### src/rtl/airi5c_pipe_stage_buf.sv
// airi5c_pipe_stage_buf
// Elastic DEPTH-entry pipeline stage for the AIRI5C core (DE->EX, EX->WB).
// Entries move through a circular buffer with a valid/ready handshake on both
// sides. A killed entry is stored as KILL_VAL (a NOP-equivalent bubble) and is
// flagged on out_killed_o when it reaches the head. flush_i drops every stored
// entry and wins over a simultaneous push. in_ready_o depends on registered
// state only, so no combinational path runs from out_ready_i to in_ready_o.
// Optional feature: define AIRI5C_PSTAGE_STALL_CNT_EN to add stall_cnt_o, a
// saturating 16-bit count of cycles in which a valid head was not consumed.
module airi5c_pipe_stage_buf #(
   parameter int unsigned       DATA_W   = 64,
   parameter int unsigned       DEPTH    = 2,
   parameter logic [DATA_W-1:0] KILL_VAL = {DATA_W{1'b0}}
) (
   input  logic                       clk_i,
   input  logic                       rst_i,
   input  logic                       flush_i,
   input  logic                       in_valid_i,
   output logic                       in_ready_o,
   input  logic                       in_kill_i,
   input  logic [DATA_W-1:0]          in_data_i,
   output logic                       out_valid_o,
   input  logic                       out_ready_i,
   output logic [DATA_W-1:0]          out_data_o,
   output logic                       out_killed_o,
   output logic [$clog2(DEPTH+1)-1:0] count_o
`ifdef AIRI5C_PSTAGE_STALL_CNT_EN
   ,
   output logic [15:0]                stall_cnt_o
`endif
);

   localparam int unsigned CNT_W = $clog2(DEPTH + 1);
   localparam int unsigned PTR_W = $clog2(DEPTH);

   // Pointers wrap explicitly so that DEPTH need not be a power of two.
   function automatic logic [PTR_W-1:0] ptr_inc(input logic [PTR_W-1:0] p);
      if (p == PTR_W'(DEPTH - 1)) begin
         return '0;
      end
      return p + 1'b1;
   endfunction

`ifdef AIRI5C_PSTAGE_STALL_CNT_EN
   // Saturating increment: the counter parks at all-ones instead of wrapping.
   function automatic logic [15:0] sat_inc16(input logic [15:0] v);
      return (v == 16'hFFFF) ? v : v + 16'd1;
   endfunction
`endif

   logic [CNT_W-1:0]  count_q;
   logic [PTR_W-1:0]  rd_ptr_q;
   logic [PTR_W-1:0]  wr_ptr_q;
   logic [DATA_W-1:0] data_p0 [DEPTH];
   logic              kill_p0 [DEPTH];
   logic              vld_p0;
   logic              push;
   logic              pop;

   // Handshake decode: flush suppresses both push and pop in the same cycle.
   assign vld_p0       = (count_q != '0);
   assign in_ready_o   = (count_q != CNT_W'(DEPTH));
   assign push         = in_valid_i & in_ready_o & ~flush_i;
   assign pop          = vld_p0 & out_ready_i & ~flush_i;

   // Head of the buffer; empty buffer presents a bubble with the kill flag low.
   assign out_valid_o  = vld_p0;
   assign out_data_o   = vld_p0 ? data_p0[rd_ptr_q] : KILL_VAL;
   assign out_killed_o = vld_p0 & kill_p0[rd_ptr_q];
   assign count_o      = count_q;

   // Occupancy and pointer bookkeeping; flush returns everything to the reset state.
   always_ff @(posedge clk_i or posedge rst_i) begin
      if (rst_i) begin
         count_q  <= '0;
         rd_ptr_q <= '0;
         wr_ptr_q <= '0;
      end else if (flush_i) begin
         count_q  <= '0;
         rd_ptr_q <= '0;
         wr_ptr_q <= '0;
      end else begin
         if (push) begin
            wr_ptr_q <= ptr_inc(wr_ptr_q);
         end
         if (pop) begin
            rd_ptr_q <= ptr_inc(rd_ptr_q);
         end
         unique case ({push, pop})
            2'b10:   count_q <= count_q + 1'b1;
            2'b01:   count_q <= count_q - 1'b1;
            default: count_q <= count_q;
         endcase
      end
   end

   // Entry storage; a killed entry stores the bubble payload instead of in_data_i.
   always_ff @(posedge clk_i) begin
      if (push) begin
         data_p0[wr_ptr_q] <= in_kill_i ? KILL_VAL : in_data_i;
         kill_p0[wr_ptr_q] <= in_kill_i;
      end
   end

`ifdef AIRI5C_PSTAGE_STALL_CNT_EN
   logic [15:0] stall_cnt_q;

   // Counts downstream back-pressure cycles; only reset clears it, flush does not.
   always_ff @(posedge clk_i or posedge rst_i) begin
      if (rst_i) begin
         stall_cnt_q <= '0;
      end else if (vld_p0 & ~out_ready_i) begin
         stall_cnt_q <= sat_inc16(stall_cnt_q);
      end
   end

   assign stall_cnt_o = stall_cnt_q;
`endif

endmodule
### config.mk
export PLATFORM = sky130hd
export DESIGN_NAME = airi5c_pipe_stage_buf
export DESIGN_NICKNAME = d
export VERILOG_FILES = /design/src/rtl/airi5c_pipe_stage_buf.sv
export SDC_FILE = /design/constraint.sdc
export NUM_CORES = 1
export LEC_CHECK = 0
export BUFFER_PORTS_ARGS = -buffer_cell sky130_fd_sc_hd__buf_4
export CORE_MARGIN = 5
export CORE_UTILIZATION = 57
export DETAILED_ROUTE_END_ITERATION = 16
export PLACE_DENSITY = 0.85
export SYNTH_ARGS = -nofsm -noshare
export SYNTH_HDL_FRONTEND = slang
export SYNTH_SLANG_ARGS = --single-unit
### constraint.sdc
create_clock -name clk_i -period 10.6 [get_ports clk_i]
set_input_delay 0 -clock clk_i [delete_from_list [all_inputs] [get_ports clk_i]]
set_output_delay 0 -clock clk_i [all_outputs]
set_load 0.005 [all_outputs]
# After elaboration in Yosys (flattened, before gate mapping)
# Memories as Yosys holds them, arrays and structs flattened.
# Cells that the tools add are included.
totals:
  out_inout_bits: 69
  register_bits: 4
  inputBits: 70
  ramBits: 130
  word_cells: 42
  n_memories: 2
memory_table:
  columns: ["memory", "words", "width", "read_ports", "rd_clocked_by_memory_dff", "wr", "line", "source"]
  rows:
  - ["data_p0", 2, 64, 1, 0, 1, "54", "logic [DATA_W-1:0] data_p0 [DEPTH];"]
  - ["kill_p0", 2, 1, 1, 0, 1, "55", "logic kill_p0 [DEPTH];"]
op_classes:
  n_mux: 20
  eq_ne: 3
  reduce_logical: 4
  addsub: 4
  n_bitwise: 6
ops:
  columns: ["operator", "count"]
  rows:
  - ["$mux 64", 2]
  - ["$mux 1", 16]
  - ["$reduce_bool 2->1", 3]
  - ["$and 1x1->1", 5]
  - ["$pmux 2 s2", 1]
  - ["$reduce_bool 3->1", 1]
  - ["$add 1x1->1 const B", 2]
  - ["$add 2x1->2 const B", 1]
  - ["$eq 2x1->1 const B", 1]
  - ["$eq 2x2->1 const B", 1]
  - ["$mux 2", 1]
  - ["$ne 2x2->1 const B", 1]
  - ["$sub 2x1->2 const B", 1]
  - ["$not 1->1", 1]

# Depth between registers and ports, before layout
logic_depth:
  depth_word: 8
  ltp_mapped: 5

# Worst setup path before layout
# OpenSTA, ideal clock, no wires.
synth_timing:
  kind: "flip-flop to flip-flop"
  from: "register count_q[1], in the netlist count_o[1]"
  to: "memory data_p0[1][0] (enable)"
  path_stages_with_launch: 5
  slack_ps: 4540
  arrival_ps: 5479
  setup_ps: 581
  path_cell_list: "dfrtp_1 nor2b_2 inv_2 nand2_1 nor3b_1"
synth_via:
  elab_chain_cells: 5
synth_rtl:
  columns: ["element", "line", "source"]
  rows:
  - ["start: declaration", "51", "logic [CNT_W-1:0] count_q;"]
  - ["start signal: assignment", "90", "2'b10: count_q <= count_q + 1'b1;"]
  - ["start signal: assignment", "91", "2'b01: count_q <= count_q - 1'b1;"]
  - ["start signal: assignment", "92", "default: count_q <= count_q;"]
  - ["$ne 2x2->1", "62", "assign in_ready_o = (count_q != CNT_W'(DEPTH));"]
  - ["net in_ready_o", "19", "output logic in_ready_o,"]
  - ["$and 1x1->1 (2 in series)", "63", "assign push = in_valid_i & in_ready_o & ~flush_i;"]
  - ["$mux 1", "99", "if (push) begin"]
  - ["$mux 1", "100", "data_p0[wr_ptr_q] <= in_kill_i ? KILL_VAL : in_data_i;"]
  - ["end: declaration", "54", null]
# The timed path passes the listed nets, and every way through them passes these cells.

# Worst setup path in the final report
layout_timing:
  from: "register count_q[1], in the netlist count_o[1]"
  to: "output out_data_o[1]"
layout_via:
  elab_chain_cells: 2
layout_rtl:
  columns: ["element", "line", "source"]
  rows:
  - ["$reduce_bool 2->1", "61", "assign vld_p0 = (count_q != '0);"]
  - ["$mux 64", "68", "assign out_data_o = vld_p0 ? data_p0[rd_ptr_q] : KILL_VAL;"]
  - ["end: declaration", "24", "output logic [DATA_W-1:0] out_data_o,"]
# No other way between the ends.

==> reports/qor.yml <==
area_delta_synth_final_pct: 43.14
path_max_fanout: 49
cp_top_family: "buffers and inverters"
synth_edf_count: 130
cts_root_buffer: "clkbuf_8"
powerDensity_nw_per_um2: 168.8
hpwlAfterDp_um: 6625
synth_mux_area_frac: 0.1185
setup_violations: 0
worst-path-buf-inv: 2
final_cell_mix: "buf_4, edfxtp_1, dlygate4sd3_1"
seqPwrFrac: 0.461
layout-drive-gt1-share: 0.3008
vdd_drop_max_v: 0.0001243
gp_congestion: 0.7506
final_common_cell: "buf_4"
hold_viol_final: 0
drt_wl_total_um: 12300
final-seq-area_um2: 4008
fin_skew_ns: 0.005343
reg2reg_from: "count_o[1]"
synth_ff_type: "edfxtp_1"
worst_pin_slew_ns: 1.120
slew-limit-headroom: 0.2533
die_w_um: 108.9
r2r_slack_ns: 8.40
antenna_found_initial: 0
endpoint_kind: "output port"
start_kind: "register"
worstHoldStart: "in_kill_i"
cpMaxStageDelayCell: "buf_4"
port_buffers: 138
run_status: "finished, final reports clean"
ys_async_sr_fraction: 0.02985
synth_xor_area_frac: 0.001571
vias: 3627
wl_per_cell_um: 16.89
max-cap-violations: 0
cts-resized-gates: 0
clock_power_share: 0.429
synthAdderAreaFrac: 0
ys_ff_latch: 134
grt-ovfl-total: 0
coreArea_um2: 9639
power_mw: 1.347
reg2regPathDepth: 5
final_cell_count_no_fill: 728
drt.antenna.violating_nets: 0
worst_ep_arrival_time_ns: 2.26
worst-setup-path-type: "reg -> out"
synthSimpleGateAreaFrac: 0.1264
fp.dieArea_um2: 11860
pin_count: 139
insertedDiodeCount: 0
p_switching_uw: 297.3
fillCellCount: 511
crit_path_start: "count_o[1]"
grt_max_degree: 67
cts_sinks: 134
drt_iter0_drc: 274
hold_path.class: "in -> reg"
final-max-slew-violation-count: 0
comb_power_share: 0.110
start_util: 0.5783
netSwitchingFraction: 0.2208
synth_cell_types: 23
place_ws_ns: 8.435
placed_cells: 626
synth-warning-count: 0
fin_nets: 652
finalCriticalPeriod_ns: 2.264
cpPeakStageDelay_ns: 0.54
tns_ns: 0
fmax_ghz: 0.4417
grt_pass1_wl_um: 19580
rsz0062_at_grt: "false"
synth_compound_area_frac: 0.008081
h-tree-depth: 4
clkLatencyLatePin_ns: 0.49
synth_top_family_by_area: "simple AND/OR/NAND/NOR gates"
min_path_cells: 1
required_ns: 10.60
intPower_mw: 1.050
synth_fp_nets: 444
route.detailed.drc: 0
min_to: "kill_p0[1]"
syn_inst: 374
grt_pass1_vias: 3884
multiInputGateArea_um2: 1436
drt-pass1-iter-count: 4
vias_per_cell: 4.982
synth_area_um2: 5574
clock_path_buffers: 2
die_y_um: 108.9
fin_ws_ns: 8.336
holdWs_ns: 0.1099
syn_avg_cell_area_um2: 14.90
path_common_cell: "buf_4"
path_cells: "nor2_4, buf_4, nor2_1, buf_4"
row_count: 36
grt_usage: 0.2186
clk_pin_slew_ns: 0.06
p_leak_nw: 3.027
numCtsBuffers: 17
ys_seq_area_frac: 0.7183
cts_tree: "built"
r2r_end: "data_p0[1][23]"
period_share: 0.2136
==> state kept, by name, summed over array words and instances (netlist names) <==
name,cells
count_o,2
data_p0,128
kill_p0,2
rd_ptr_q,1
wr_ptr_q,1
==> power by group through the flow <==
| stage | logic [mW] | clock network [mW] | registers, mW |
|---|---|---|---|
| after global routing | 0.161 | 0.609 | 0.623 |
| after floorplan | 0.0751 | 0 | 0.621 |
| after CTS | 0.147 | 0.584 | 0.621 |
| final | 0.148 | 0.578 | 0.621 |
| after detailed placement | 0.126 | 0 | 0.632 |
| after global placement | 0.123 | 0 | 0.630 |
==> Yosys cell counts (all sizes together) (2+ instances only) <==
master,n,share of area
edfxtp,130,0.70
nor3b,2,0.0027
o21ai,2,0.0018
clkbuf,8,0.0054
buf,14,0.019
a21oi,4,0.0036
nor2b,65,0.073
mux2i,66,0.12
inv,4,0.0027
nor2,67,0.045
dfrtp,4,0.018
==> metal layers <==
layer,track usage,part of all wire
met3,0.03908,0.038
met4,0.07304,0.015
met5,0,0
met2,0.3974,0.56
met1,0.2620,0.39
==> repair_timing <==
action                                 4_1_cts  5_1_grt
endpoints found under the hold margin      136        0
setup buffers                                0        0
hold buffers                                70        0
==> per-stage QoR <==
step	area [µm²]	util
floorplan	5574	-
global placement	6684	0.6934
detailed placement	6684	0.6934
CTS	7979	0.8278
global route	7979	0.8278
finish	7979	0.8278
==> kinds of logic (layout without fill, tap and decap cells) <==
family          Yosys count  in the layout
compound gates            8              8
buf+inv                  26            247
xor+xnor                  1              1
flops                   134            134
mux                      66             66
simple gates            139            139
==> area by class of cell <==
cell class	count	area share
clock inverter	14	0.02211
tap	133	0.02086
sequential	134	0.5023
inverter	4	0.001882
clock buffer	18	0.05238
multi-input combinational	214	0.1800
timing repair buffer	211	0.2205
==> worst max-delay path by stage <==
stage	end	depth (start not counted)
after global routing	out_data_o[25]	3
after CTS	out_data_o[27]	3
after detailed placement	data_p0[1][34]	5
after global placement	data_p0[1][36]	5
after floorplan	data_p0[1][0]	4
final	out_data_o[1]	4
==> worst register-to-register path: stages (launching register included) <==
cell and delay, ns:
dfrtp_1 0.48, nor2b_2 0.22, inv_2 0.09, nand2_1 0.09, nor3b_2 0.19, buf_4 0.67
Note: power is estimated with default switching activity, not from simulation.
